--- src/rtl/multicycle_ctrl.sv ---
// Multicycle RV32I main control FSM: FETCH, DECODE, EXEC, MEM, WB plus traps.
// Define CTRL_PERF_EN to add the cycle_cnt / instret_cnt performance counters.

`ifndef CPU_WIDTH
`define CPU_WIDTH 32
`endif
`ifndef IMM_OP_WIDTH
`define IMM_OP_WIDTH 3
`endif
`ifndef IMM_OP_I
`define IMM_OP_I 3'd0
`endif
`ifndef IMM_OP_S
`define IMM_OP_S 3'd1
`endif
`ifndef IMM_OP_B
`define IMM_OP_B 3'd2
`endif
`ifndef IMM_OP_U
`define IMM_OP_U 3'd3
`endif
`ifndef IMM_OP_J
`define IMM_OP_J 3'd4
`endif

module multicycle_ctrl #(
    parameter int unsigned MEM_TIMEOUT = 255,
    parameter int unsigned CNT_W       = 8
) (
    input  logic                     clk,
    input  logic                     rst_n,
    input  logic [`CPU_WIDTH-1:0]    ir,
    input  logic                     br_taken,
    input  logic                     imem_ready,
    input  logic                     dmem_ready,
    output logic                     imem_req,
    output logic                     dmem_req,
    output logic                     dmem_we,
    output logic                     ir_we,
    output logic [`IMM_OP_WIDTH-1:0] imm_op,
    output logic                     pc_we,
    output logic [1:0]               pc_src,
    output logic                     rf_we,
    output logic [1:0]               wb_sel,
    output logic                     halted,
    output logic                     illegal_instr,
    output logic                     bus_err
`ifdef CTRL_PERF_EN
    ,
    output logic [31:0]              cycle_cnt,
    output logic [31:0]              instret_cnt
`endif
);

    typedef enum logic [2:0] {
        S_IDLE, S_FETCH, S_DECODE, S_EXEC,
        S_MEM, S_WB, S_HALT, S_TRAP
    } state_t;

    typedef enum logic [2:0] {
        C_NONE, C_ALU, C_LOAD, C_STORE,
        C_BRANCH, C_JAL, C_JALR
    } cls_t;

    localparam logic [6:0] OP_R      = 7'b0110011;
    localparam logic [6:0] OP_ALUI   = 7'b0010011;
    localparam logic [6:0] OP_LOAD   = 7'b0000011;
    localparam logic [6:0] OP_JALR   = 7'b1100111;
    localparam logic [6:0] OP_STORE  = 7'b0100011;
    localparam logic [6:0] OP_BRANCH = 7'b1100011;
    localparam logic [6:0] OP_LUI    = 7'b0110111;
    localparam logic [6:0] OP_AUIPC  = 7'b0010111;
    localparam logic [6:0] OP_JAL    = 7'b1101111;
    localparam logic [6:0] OP_SYS    = 7'b1110011;

    localparam bit TO_EN = (MEM_TIMEOUT != 0);
    localparam logic [CNT_W-1:0] TO_LAST =
        TO_EN ? CNT_W'(MEM_TIMEOUT - 1) : '0;

    state_t                   state;
    state_t                   state_nxt;
    cls_t                     cls;
    cls_t                     cls_nxt;
    cls_t                     dec_cls;
    logic [`IMM_OP_WIDTH-1:0] dec_imm;
    logic [`IMM_OP_WIDTH-1:0] imm_nxt;
    logic                     dec_sys;
    logic                     dec_ill;
    logic [6:0]               opc;
    logic [CNT_W-1:0]         to_cnt;
    logic                     waiting;
    logic                     timeout_hit;
    logic                     br_exec;
    logic [1:0]               pc_src_q;
    logic [1:0]               pc_src_nxt;
    logic [1:0]               wb_sel_nxt;
    logic                     unused_ir;

    assign opc       = ir[6:0];
    assign unused_ir = ^ir[`CPU_WIDTH-1:7];

    always_comb begin
        dec_cls = C_NONE;
        dec_imm = imm_op;
        dec_sys = 1'b0;
        dec_ill = 1'b0;
        unique case (1'b1)
            (opc == OP_R): dec_cls = C_ALU;
            (opc == OP_ALUI): begin
                dec_cls = C_ALU;
                dec_imm = `IMM_OP_I;
            end
            (opc == OP_LOAD): begin
                dec_cls = C_LOAD;
                dec_imm = `IMM_OP_I;
            end
            (opc == OP_JALR): begin
                dec_cls = C_JALR;
                dec_imm = `IMM_OP_I;
            end
            (opc == OP_STORE): begin
                dec_cls = C_STORE;
                dec_imm = `IMM_OP_S;
            end
            (opc == OP_BRANCH): begin
                dec_cls = C_BRANCH;
                dec_imm = `IMM_OP_B;
            end
            (opc == OP_LUI),
            (opc == OP_AUIPC): begin
                dec_cls = C_ALU;
                dec_imm = `IMM_OP_U;
            end
            (opc == OP_JAL): begin
                dec_cls = C_JAL;
                dec_imm = `IMM_OP_J;
            end
            (opc == OP_SYS): dec_sys = 1'b1;
            default: dec_ill = 1'b1;
        endcase
    end

    // Ready that matters depends on which memory is being waited on
    assign waiting = (state == S_FETCH && !imem_ready) ||
                     (state == S_MEM && !dmem_ready);
    assign timeout_hit = TO_EN && waiting && (to_cnt == TO_LAST);

    always_comb begin
        state_nxt = state;
        cls_nxt   = cls;
        imm_nxt   = imm_op;
        unique case (state)
            S_IDLE: state_nxt = S_FETCH;
            S_FETCH: begin
                if (imem_ready)
                    state_nxt = S_DECODE;
                else if (timeout_hit)
                    state_nxt = S_TRAP;
            end
            S_DECODE: begin
                if (dec_sys) begin
                    state_nxt = S_HALT;
                end else if (dec_ill) begin
                    state_nxt = S_TRAP;
                end else begin
                    state_nxt = S_EXEC;
                    cls_nxt   = dec_cls;
                    imm_nxt   = dec_imm;
                end
            end
            S_EXEC: begin
                unique case (cls)
                    C_LOAD, C_STORE: state_nxt = S_MEM;
                    C_BRANCH: state_nxt = S_FETCH;
                    default: state_nxt = S_WB;
                endcase
            end
            S_MEM: begin
                if (dmem_ready)
                    state_nxt = (cls == C_LOAD) ? S_WB : S_FETCH;
                else if (timeout_hit)
                    state_nxt = S_TRAP;
            end
            S_WB: state_nxt = S_FETCH;
            default: state_nxt = state;
        endcase
    end

    always_comb begin
        pc_src_nxt = 2'd0;
        wb_sel_nxt = 2'd0;
        if (state_nxt == S_WB) begin
            unique case (cls_nxt)
                C_JAL: begin
                    pc_src_nxt = 2'd1;
                    wb_sel_nxt = 2'd2;
                end
                C_JALR: begin
                    pc_src_nxt = 2'd2;
                    wb_sel_nxt = 2'd2;
                end
                C_LOAD: wb_sel_nxt = 2'd1;
                default: wb_sel_nxt = 2'd0;
            endcase
        end
    end

    // Moore outputs are registered from the next state
    always_ff @(posedge clk or negedge rst_n) begin
        if (!rst_n) begin
            state         <= S_IDLE;
            cls           <= C_NONE;
            imm_op        <= `IMM_OP_I;
            to_cnt        <= '0;
            imem_req      <= 1'b0;
            dmem_req      <= 1'b0;
            dmem_we       <= 1'b0;
            br_exec       <= 1'b0;
            rf_we         <= 1'b0;
            wb_sel        <= 2'd0;
            pc_src_q      <= 2'd0;
            halted        <= 1'b0;
            illegal_instr <= 1'b0;
            bus_err       <= 1'b0;
        end else begin
            state    <= state_nxt;
            cls      <= cls_nxt;
            imm_op   <= imm_nxt;
            imem_req <= (state_nxt == S_FETCH);
            dmem_req <= (state_nxt == S_MEM);
            dmem_we  <= (state_nxt == S_MEM) && (cls_nxt == C_STORE);
            br_exec  <= (state_nxt == S_EXEC) && (cls_nxt == C_BRANCH);
            rf_we    <= (state_nxt == S_WB);
            wb_sel   <= wb_sel_nxt;
            pc_src_q <= pc_src_nxt;
            if (state_nxt == S_HALT)
                halted <= 1'b1;
            if (state == S_DECODE && state_nxt == S_TRAP)
                illegal_instr <= 1'b1;
            if (timeout_hit)
                bus_err <= 1'b1;
            if (state_nxt != state)
                to_cnt <= '0;
            else if (TO_EN && waiting)
                to_cnt <= to_cnt + CNT_W'(1);
        end
    end

    assign ir_we  = imem_req & imem_ready;
    assign pc_we  = rf_we | br_exec |
                    (dmem_req & dmem_we & dmem_ready);
    assign pc_src = br_exec ? {1'b0, br_taken} : pc_src_q;

`ifdef CTRL_PERF_EN
    always_ff @(posedge clk or negedge rst_n) begin
        if (!rst_n) begin
            cycle_cnt   <= 32'd0;
            instret_cnt <= 32'd0;
        end else begin
            if (state != S_IDLE && state != S_HALT && state != S_TRAP)
                cycle_cnt <= cycle_cnt + 32'd1;
            if (pc_we)
                instret_cnt <= instret_cnt + 32'd1;
        end
    end
`endif

endmodule

--- config.mk ---
export PLATFORM = sky130hd
export DESIGN_NAME = multicycle_ctrl
export DESIGN_NICKNAME = d
export VERILOG_FILES = /design/src/rtl/multicycle_ctrl.sv
export SDC_FILE = /design/constraint.sdc
export NUM_CORES = 1
export LEC_CHECK = 0
export BUFFER_PORTS_ARGS = -buffer_cell sky130_fd_sc_hd__buf_2
export CAP_MARGIN = 25
export CORE_MARGIN = 8
export CORE_UTILIZATION = 50
export DETAILED_ROUTE_END_ITERATION = 8
export HOLD_SLACK_MARGIN = 0.08
export PLACE_DENSITY = 0.82
export SETUP_SLACK_MARGIN = 0.3
export SYNTH_ARGS = -nofsm -noshare
export SYNTH_HDL_FRONTEND = slang
export SYNTH_SLANG_ARGS = --single-unit
--- constraint.sdc ---
create_clock -name clk -period 5.91 [get_ports clk]
set_input_delay 0.8865 -clock clk [delete_from_list [all_inputs] [get_ports clk]]
set_output_delay 0.8865 -clock clk [all_outputs]
set_load 0.1 [all_outputs]
==> flow_summary.ini, run 1 <==
[layout]
fin_area_um2 = 2020
num-nets-final = 251
filler_cell_count = 299
syn2layout_area_growth_pct = 13.6
diodes = 0
utilization_after_layout_pct = 59.6
post_route_cells_drive_above_1_share_pct = 20.2

[setup_path]
crit_cells = 6
crit_buf_inv = 1
path_delay_family = compound AO/OA/AOI/OAI gates
critical_path.endpoint = to_cnt[1]
critical_path.slowest_cell = sky130_fd_sc_hd__a21oi_1
r2r_cells = 5
start_of_the_worst_register_to_register_path = state[0]
rrSetupSlack_ps = 3260
worst-setup-path-type = primary input to flip-flop
timing.critical_path.from_type = primary input
critical_path_required_ps = 6080
r2r_end = to_cnt[1]
end_kind = flip-flop
crit_fanout = 12
worstPathCellList = buf_2, or3b_1, a21oi_1, a22oi_1, o22ai_1, a2111oi_0
startpoint = imem_ready
slowest_stage_delay_on_critical_path_ps = 680
cp.arrival_ps = 2930

[route]
met3_length_um = 237
post_detailed_route_wirelength_per_cell_um = 14.6
drtIter0Drc = 120
drt-vias-per-instance = 5.76
highest-signal-layer = met4
detail_route.first_pass.iterations = 4
ant_nets = 0
met1Wirelength_mm = 1.71
num_vias = 1493
post-route-drc-count = 0
finalWirelength_mm = 3.79
met2WireLength_mm = 1.77

[flow_run]
drv.max_cap_violation_count = 0

[grt]
wire_length_of_the_first_global_routing_pass_mm = 6.51
grt_antenna_before_repair = 0
grt_max_degree = 30
grt_util_all_layers_pct = 15.1
overflow = 0
number_of_global_route_vias_before_repair = 1438

[synthesis]
mappedNetlistNets = 225
yosys-top-cells-area = sky130_fd_sc_hd__dfrtp_1, sky130_fd_sc_hd__nor3_1, sky130_fd_sc_hd__xor2_1
syn-mean-instance-area_um2 = 9.57
synth_flop_cell = sky130_fd_sc_hd__dfrtp_1
synth_enable_flop_cells = 0
yosysTopAreaCell = sky130_fd_sc_hd__dfrtp_1
ys.warnings.count = 0
synth_cells = 186
async_flop_share_pct = 100
synth_sequential_area_ratio_pct = 40.8
syn_area_um2 = 1780
number_of_synthesized_register_bits = 29
synth.lib_cells_used.distinct = 54
post-synth-top-area-fraction_pct = 40.8

[floorplanning]
full_die_area_um2 = 5720
dieHeight_um = 75.7
ioPinCount = 53
fp-row-count = 21
initial_utilization_pct = 52.5
fp.dieW_um = 75.7
core_region_area_um2 = 3390

[clocking]
cts.hold.buffers_added = 0
gates_resized_cts_repair = 0
cts.reportedPaths.clkPinSlew_ps = 90
cts.htree.levels = 2
cts_tree = yes
root_buffer = sky130_fd_sc_hd__clkbuf_4
largest_buffer_count_on_any_clock_path = 2
clock_insertion_delay_worst_skew_ps = 330
clock_sink_count = 29
cts_made_buffers = 5
number_of_buffers_inserted_by_post_cts_setup_repair = 0

[sta]
final.setup.tns_ps = 0
drv_slew = 0
finalHoldViolCount = 0
slew-limit-headroom_pct = 41.0
setup_ws_ps = 3150
min_period_over_period_pct = 46.7
fmax_mhz = 362
clock_skew_ps = 9.00
max_slew.worst_pin.slew_ps = 882
grt_setup_unrepaired = false
period_minus_slack_ps = 2760
setup_viol = 0

[power]
post-layout-total-power_w = 0.000756
power_per_cell_area_nw_per_um2 = 374
p_leak_nw = 0.953
vdd_drop_max_mv = 0.339

[place]
worst_setup_slack_after_placement_ps = 2820
dpl_cell_area_um2 = 1940
routability_cong = 0.854
hpwlAfterDp_mm = 2.83
place.port_buffers = 27

[outcome]
status = completed

[hold_path]
worstHoldPathType = flip-flop to flip-flop
-- synth_stat cells (2+ instances only) --
| cell type | instances |
|---|---|
| sky130_fd_sc_hd__nand3_1 | 5 |
| sky130_fd_sc_hd__nand4_1 | 5 |
| sky130_fd_sc_hd__mux2_2 | 2 |
| sky130_fd_sc_hd__nand2b_1 | 4 |
| sky130_fd_sc_hd__and2_1 | 3 |
| sky130_fd_sc_hd__mux2_1 | 5 |
| sky130_fd_sc_hd__dfrtp_1 | 29 |
| sky130_fd_sc_hd__inv_1 | 9 |
| sky130_fd_sc_hd__o211ai_1 | 2 |
| sky130_fd_sc_hd__nor3_1 | 14 |
| sky130_fd_sc_hd__nor2_1 | 15 |
| sky130_fd_sc_hd__o31ai_1 | 2 |
| sky130_fd_sc_hd__or3b_1 | 4 |
| sky130_fd_sc_hd__nand3b_1 | 3 |
| sky130_fd_sc_hd__buf_1 | 2 |
| sky130_fd_sc_hd__o21ai_0 | 4 |
| sky130_fd_sc_hd__o21a_1 | 2 |
| sky130_fd_sc_hd__a21oi_1 | 6 |
| sky130_fd_sc_hd__a21o_1 | 3 |
| sky130_fd_sc_hd__nor2b_1 | 8 |
| sky130_fd_sc_hd__nor4_1 | 4 |
| sky130_fd_sc_hd__nor4b_1 | 2 |
| sky130_fd_sc_hd__ha_1 | 2 |
| sky130_fd_sc_hd__buf_2 | 5 |
| sky130_fd_sc_hd__mux2i_1 | 5 |
| sky130_fd_sc_hd__xor2_1 | 8 |
| sky130_fd_sc_hd__a311o_1 | 2 |
| sky130_fd_sc_hd__nand2_1 | 5 |
-- routing by layer --
layer / GRT usage, % / vias up
met5: 0 / -
met4: 8.53 / 0
met3: 3.82 / 7
met2: 23.4 / 36
met1: 18.8 / 718
li1: - / 732
-- sequential cells by signal, summed over array words and instances, names as in the netlist --
name           count
imem_req           1
state              3
pc_src_q           2
wb_sel             2
halted             1
dmem_req           1
br_exec            1
to_cnt             8
cls                3
bus_err            1
rf_we              1
imm_op             3
illegal_instr      1
dmem_we            1
-- cells in the final DEF (no fill, tap or decap), types with 3 or more instances in the layout --
cell type	instances
sky130_fd_sc_hd__xor2_1	8
sky130_fd_sc_hd__mux2_1	5
sky130_fd_sc_hd__mux2i_1	5
sky130_fd_sc_hd__nand2b_1	4
sky130_fd_sc_hd__a21o_1	3
sky130_fd_sc_hd__a21oi_1	6
sky130_fd_sc_hd__nor2b_1	8
sky130_fd_sc_hd__clkbuf_4	5
sky130_fd_sc_hd__and2_1	3
sky130_fd_sc_hd__nand4_1	5
sky130_fd_sc_hd__inv_1	9
sky130_fd_sc_hd__nand3b_1	3
sky130_fd_sc_hd__dfrtp_1	29
sky130_fd_sc_hd__buf_2	27
sky130_fd_sc_hd__or3b_1	4
sky130_fd_sc_hd__nor2_1	15
sky130_fd_sc_hd__nor3_1	14
sky130_fd_sc_hd__o21ai_0	4
sky130_fd_sc_hd__nand3_1	5
sky130_fd_sc_hd__nor4_1	4
sky130_fd_sc_hd__nand2_1	5
-- cells by family after synthesis --
group	synth area share (%)
compound gates	17.0
buf+inv	4.15
xor+xnor	4.43
simple gates	25.0
mux	7.24
flops	40.8
fa+ha+maj	1.41
-- area by class of cell --
| type | instances | area, um^2 | area share [%] |
|---|---|---|---|
| Multi-Input combinational cell | 139 | 980 | 48.5 |
| Sequential cell | 29 | 726 | 35.9 |
| Timing Repair Buffer | 27 | 135 | 6.69 |
| Tap cell | 46 | 57.6 | 2.85 |
| Clock buffer | 7 | 55.1 | 2.72 |
| Inverter | 10 | 37.5 | 1.86 |
| Clock inverter | 1 | 30.0 | 1.49 |
-- through the flow --
step	instances	hold slack, ps
final	259	467
after global routing	259	492
after CTS	259	475
after detailed placement	251	451
after global placement	251	448
after floorplan	186	557
-- where the power goes --
| group | total [W] | switching, W | internal [W] |
|---|---|---|---|
| Sequential | 0.000267 | 0.0000445 | 0.000223 |
| Clock | 0.000167 | 0.0000663 | 0.000101 |
| Combinational | 0.000322 | 0.000231 | 0.0000906 |
-- how the worst min path moves through the flow --
| stage | slack (ps) | startpoint | endpoint | depth (start not counted) |
|---|---|---|---|---|
| floorplan | 560 | to_cnt[7] | to_cnt[7] | 2 |
| global placement | 450 | bus_err | bus_err | 1 |
| detailed placement | 450 | bus_err | bus_err | 1 |
| CTS | 480 | bus_err | bus_err | 1 |
| global route | 490 | bus_err | bus_err | 1 |
| finish | 470 | bus_err | bus_err | 1 |
Note: power is estimated with default switching activity, not from simulation.
==> run 2, diff against run 1 <==
--- a/config.mk
+++ b/config.mk
@@ -5,6 +5,7 @@
 export SDC_FILE = /design/constraint.sdc
 export NUM_CORES = 1
 export LEC_CHECK = 0
+export ABC_AREA = 1
 export BUFFER_PORTS_ARGS = -buffer_cell sky130_fd_sc_hd__buf_2
 export CAP_MARGIN = 25
 export CORE_MARGIN = 8
==> constraint.sdc (replaced) <==
create_clock -name clk -period 2.7 [get_ports clk]
set_input_delay 0.405 -clock clk [delete_from_list [all_inputs] [get_ports clk]]
set_output_delay 0.405 -clock clk [all_outputs]
set_load 0.1 [all_outputs]
==> run 2 against run 1 <==
Sequential share of layout area is 0.98 points higher. Synthesized cell count is 16% higher. Clock-buffer cell count is 2 lower. First-iteration DRC count is 48% lower. Die area is 2.5% lower. Critical path depth is 6 higher. Clock power is 61% higher. Power is 2.0% lower. Critical path type is now flip-flop to flip-flop. Largest power group is now registers.
==> flow_summary.ini, run 2 <==
[layout]
final_common_cell = sky130_fd_sc_hd__nand2_1
registers.top_by_ff_count = to_cnt
filler_cell_count = 341
syn2layout_area_growth_pct = 14.2
ff_latch_area_um2 = 726
fin_area_um2 = 1970
stdcell_count = 296
multi_input_comb_area_um2 = 866
diodes = 0
layout_common_cells = sky130_fd_sc_hd__nand2_1, sky130_fd_sc_hd__nor2_1, sky130_fd_sc_hd__dfrtp_1
largest_register_ffs = 8
num-nets-final = 288
post_route_cells_drive_above_1_share_pct = 27.6

[clocking]
number_of_buffers_inserted_by_post_cts_setup_repair = 0
cts_made_buffers = 5
cts_tree = yes
clock_sink_count = 29
gates_resized_cts_repair = 0
root_buffer = sky130_fd_sc_hd__clkbuf_4
cts.htree.levels = 2
largest_buffer_count_on_any_clock_path = 2
clock_insertion_delay_worst_skew_ps = 340
cts.reportedPaths.clkPinSlew_ps = 110

[hold_path]
hold_depth = 3
hold_path.startpoint = imem_ready
worstHoldPathType = primary input to flip-flop
hold-path-endpoint = state[1]

[synthesis]
synthMostInstantiatedCell = sky130_fd_sc_hd__nand2_1
syn-mean-instance-area_um2 = 7.98
synth_enable_flop_cells = 0
syn_area_um2 = 1720
post-synth-top-area-fraction_pct = 42.1
ys_top_cells_by_count = sky130_fd_sc_hd__nand2_1, sky130_fd_sc_hd__nor2_1, sky130_fd_sc_hd__dfrtp_1, sky130_fd_sc_hd__inv_1, sky130_fd_sc_hd__nand3_1
yosysTopAreaCell = sky130_fd_sc_hd__dfrtp_1
synth.lib_cells_used.distinct = 32
number_of_synthesized_register_bits = 29
yosys-top-cells-area = sky130_fd_sc_hd__dfrtp_1, sky130_fd_sc_hd__nand2_1, sky130_fd_sc_hd__nor2_1
ys.warnings.count = 0
synth_flop_cell = sky130_fd_sc_hd__dfrtp_1
async_flop_share_pct = 100
synth_sequential_area_ratio_pct = 42.1
synth_cells = 216
mappedNetlistNets = 255

[sta]
drv_slew = 0
grt_setup_unrepaired = false
max_slew.worst_pin.slew_ps = 657
setup_ws_ps = 870
clock_skew_ps = 18.0
final.setup.tns_ps = 0
setup_viol = 0
finalHoldViolCount = 0
slew-limit-headroom_pct = 56.2
min_period_over_period_pct = 67.8
fmax_mhz = 547
period_minus_slack_ps = 1830

[floorplanning]
initial_utilization_pct = 51.6
core_region_area_um2 = 3340
ioPinCount = 53
fp.dieW_um = 74.7
fp-row-count = 21
dieHeight_um = 74.7
full_die_area_um2 = 5580

[setup_path]
end_kind = flip-flop
r2r_end = to_cnt[7]
critical_path_required_ps = 2920
crit_buf_inv = 0
crit_fanout = 9
start_of_the_worst_register_to_register_path = state[0]
timing.critical_path.from_type = flip-flop
crit_cells = 12
slowest_stage_delay_on_critical_path_ps = 520
cp.arrival_ps = 2050
critical_path.slowest_cell = sky130_fd_sc_hd__dfrtp_1
rrSetupSlack_ps = 870
r2r_cells = 12
worst-setup-path-type = flip-flop to flip-flop
path_delay_family = simple AND/OR/NAND/NOR gates
cp_common_cell = sky130_fd_sc_hd__nand2_1
worstPathCellList = nor2_1, nand3b_2, nand2_4, nand2_4, nand2_1, nand2_1, nand2_2, nand2_2, nand2_1, nand2_1, nand2_2, nor2_1

[power]
post-layout-total-power_w = 0.000741
power_frac_seq_pct = 58.6
switch_share_pct = 26.2
power_frac_clock_pct = 36.3
p_int_w = 0.000547
power_per_cell_area_nw_per_um2 = 377
comb_power_share_pct = 5.2
switching_power_w = 0.000194
vdd_drop_max_mv = 0.234
p_leak_nw = 1.09

[grt]
number_of_global_route_vias_before_repair = 1450
grt_antenna_before_repair = 0
overflow = 0
grt_max_degree = 30
grt_util_all_layers_pct = 14.1
wire_length_of_the_first_global_routing_pass_mm = 6.10

[route]
drt-vias-per-instance = 4.85
post-route-drc-count = 0
ant_nets = 0
detail_route.first_pass.iterations = 4
num_vias = 1437
drtIter0Drc = 62
post_detailed_route_wirelength_per_cell_um = 11.6
finalWirelength_mm = 3.44

[place]
dpl_cell_area_um2 = 1900
place.port_buffers = 27
placedCellCount = 287
worst_setup_slack_after_placement_ps = 842
routability_cong = 0.916
hpwlAfterDp_mm = 2.67

[outcome]
status = completed

[flow_run]
drv.max_cap_violation_count = 0
-- run 2: cell types whose count changed after synthesis, sizes merged, moves of 6 or more --
cell,before,now
nand2,5,62
nor2,15,38
inv,10,30
nand3,6,19
nor3,14,4
nor2b,8,0
mux2,7,1
-- run 2: stage by stage --
step | hold slack, ps | utilization [%]
final | 395 | 58.9
after global routing | 423 | 58.9
after global placement | 441 | 56.8
after detailed placement | 451 | 56.8
after CTS | 385 | 58.9
after floorplan | 109 | -
-- run 2: final cells by class --
| class | instances | share of cell area, % |
|---|---|---|
| inverter | 30 | 5.73 |
| sequential | 29 | 36.9 |
| tap | 46 | 2.93 |
| timing repair buffer | 28 | 7.38 |
| clock inverter | 3 | 1.15 |
| clock buffer | 5 | 1.91 |
| multi-input combinational | 155 | 44.0 |
-- run 2: worst max-delay path by stage --
stage | to | slack (ps) | start
after floorplan | pc_we | 390 | dmem_we
after global placement | to_cnt[7] | 890 | ir[2]
after detailed placement | to_cnt[7] | 840 | ir[2]
after CTS | to_cnt[7] | 860 | state[0]
after global routing | wb_sel[1] | 610 | state[0]
final | to_cnt[7] | 870 | state[0]
-- run 2: cell families after synthesis --
| family | count (synthesis) | synth area share, % |
|---|---|---|
| DFF | 29 | 42.1 |
| buffers and inverters | 32 | 7.63 |
| xor gates and xnor gates | 7 | 3.56 |
| muxes | 2 | 1.23 |
| AOI/OAI and AO/OA | 13 | 5.74 |
| adders and majority gates | 2 | 1.45 |
| and+or+nand+nor | 131 | 38.3 |
-- run 2: power groups by stage --
stage | combinational, W | sequential (W) | clock (W)
after detailed placement | 0.0000377 | 0.000443 | 0
final | 0.0000384 | 0.000434 | 0.000269
after global routing | 0.0000440 | 0.000434 | 0.000296
after CTS | 0.0000391 | 0.000434 | 0.000281
after floorplan | 0.0000152 | 0.000443 | 0
after global placement | 0.0000369 | 0.000443 | 0
-- run 2: per-layer routing --
layer  part of all wire [%]  vias to the layer above  global-route usage (%)
met5                      0                        -                       0
met4                    1.3                        0                    4.57
met3                    3.6                        6                    4.39
met2                     51                       17                    24.4
met1                     44                      662                    16.2
li1                       -                      752                       -
-- run 2: tightest hold or removal path, stage by stage --
cell and delay, ps:
sky130_fd_sc_hd__buf_2 100, sky130_fd_sc_hd__a21oi_1 70, sky130_fd_sc_hd__nand3_2 120
-- run 2: repair_timing --
item	in CTS	in global routing
hold buffers	1	0
endpoints found under the setup margin	0	0
endpoints found under the hold margin	5	0
==> run 3, diff against run 2 <==
==> constraint.sdc (replaced) <==
create_clock -name clk -period 1.86 [get_ports clk]
set_input_delay 0.279 -clock clk [delete_from_list [all_inputs] [get_ports clk]]
set_output_delay 0.279 -clock clk [all_outputs]
set_load 0.1 [all_outputs]
==> run 3 against run 2 <==
Die area did not move. Critical path depth decreased by 3. Largest power group is now the clock network. Design area grew 22%. Cell count rose by 6.4%. Sequential power is 45% higher. Sequential cell count did not move. Non-clock buffer count rose by 19. Hold slack got worse by 91 ps.
==> flow_summary.ini, run 3 (same netlist as run 2, synthesis figures left out) <==
[clocking]
cts.reportedPaths.clkPinSlew_ps = 90
clock_sink_count = 29
cts_made_buffers = 5
cts.htree.levels = 2
cts_tree = yes
clock_insertion_delay_worst_skew_ps = 340
largest_buffer_count_on_any_clock_path = 2
root_buffer = sky130_fd_sc_hd__clkbuf_4

[layout]
post_route_cells_drive_above_1_share_pct = 47.2
largest_register_ffs = 8
fin_area_um2 = 2400
registers.top_by_ff_count = to_cnt
syn2layout_area_growth_pct = 39.2
layout_common_cells = sky130_fd_sc_hd__nand2_1, sky130_fd_sc_hd__dfrtp_1, sky130_fd_sc_hd__buf_2
utilization_after_layout_pct = 71.9
num-nets-final = 307
ff_latch_area_um2 = 731
multi_input_comb_area_um2 = 1040
diodes = 0
stdcell_count = 315
filler_cell_count = 242
final_common_cell = sky130_fd_sc_hd__nand2_1

[floorplanning]
fp-row-count = 21
dieHeight_um = 74.7
ioPinCount = 53
fp.dieW_um = 74.7
initial_utilization_pct = 51.6
core_region_area_um2 = 3340
full_die_area_um2 = 5580

[setup_path]
critical_path_required_ps = 2140
crit_buf_inv = 1
worst-setup-path-type = flip-flop to flip-flop
crit_fanout = 8
rrSetupSlack_ps = 100
slowest_stage_delay_on_critical_path_ps = 500
worstPathCellList = o211ai_2, inv_1, nor2_1, nand2_2, nand2_2, nand2_2, nand2_2, nand2_4, nor2_1
timing.critical_path.from_type = flip-flop
cp.arrival_ps = 2040
path_delay_family = simple AND/OR/NAND/NOR gates
end_kind = flip-flop
cp_common_cell = sky130_fd_sc_hd__nand2_2
critical_path.slowest_cell = sky130_fd_sc_hd__dfrtp_2

[sta]
grt_setup_unrepaired = true
slew-limit-headroom_pct = 58.4
setup_viol = 0
fin_hold_ws_ps = 304
max_slew.worst_pin.slew_ps = 624
period_minus_slack_ps = 1760
finalHoldViolCount = 0
clock_skew_ps = 3.58
drv_slew = 0
min_period_over_period_pct = 94.7
fmax_mhz = 568

[grt]
grt_util_all_layers_pct = 16.5
number_of_global_route_vias_before_repair = 1667
wire_length_of_the_first_global_routing_pass_mm = 7.11
overflow = 0
grt_antenna_before_repair = 0
grt_max_degree = 30

[power]
post-layout-total-power_w = 0.00134
power_per_cell_area_nw_per_um2 = 559
vdd_drop_max_mv = 0.344
p_leak_nw = 1.21

[route]
drt-vias-per-instance = 5.01
ant_nets = 0
post_detailed_route_wirelength_per_cell_um = 13.8
finalWirelength_mm = 4.34
drtIter0Drc = 53
detail_route.first_pass.iterations = 6
post-route-drc-count = 0
num_vias = 1579

[outcome]
status = completed

[place]
place.port_buffers = 27
routability_cong = 0.910
dpl_cell_area_um2 = 1920
hpwlAfterDp_mm = 2.70
placedCellCount = 289

[flow_run]
drv.max_cap_violation_count = 0

[hold_path]
worstHoldPathType = primary input to flip-flop
[run 3: what timing repair did]
item / CTS / global route
setup buffers: 12 / 5
resized for setup: 55 / 17
pin swaps: 28 / 6
endpoints found under the setup margin: 22 / 27
hold endpoints to repair: 29 / 0
hold buffers: 1 / 0
[run 3: report_power, final]
part	total [W]	internal [W]	switching, W
Combinational	0.0000595	0.0000185	0.0000410
Sequential	0.000630	0.000630	0
Clock	0.000652	0.000416	0.000236
[run 3: area by class of cell]
class,count,share of cell area [%]
clock buffers,5,1.56
multi-input cells,155,43.4
repair buffers,47,14.1
flip-flops and latches,29,30.5
well taps,46,2.40
clock inverters,3,2.71
inverters,30,5.37
[run 3: layer usage]
layer / GRT usage, % / wire, um
met4: 8.04 / 59
met2: 30.2 / 2420
met1: 17.1 / 1720
met3: 3.86 / 145
met5: 0 / 0
[run 3: worst paths after layout]
| check | startpoint | end | cells past startpoint |
|---|---|---|---|
| setup reg to reg | state[2] | to_cnt[0] | 9 |
| min in group asynchronous | rst_n | bus_err | 2 |
| setup / recovery | state[2] | to_cnt[0] | 9 |
| hold reg to reg | bus_err | bus_err | 2 |
| hold / removal | imem_ready | state[1] | 3 |
| max in group asynchronous | rst_n | state[0] | 2 |
[run 3: worst min-delay path, cell delays in order]
cell                      delay [ps]
sky130_fd_sc_hd__buf_2           100
sky130_fd_sc_hd__a21oi_1         100
sky130_fd_sc_hd__nand3_4         120
[run 3: through the flow]
| stage | worst slack (ps) | setup TNS (ps) |
|---|---|---|
| after global routing | -3.44 | -3.44 |
| after floorplan | 16.9 | 0 |
| after detailed placement | 83.5 | 0 |
| final | 98.3 | 0 |
| after CTS | 214 | 0 |
| after global placement | 109 | 0 |
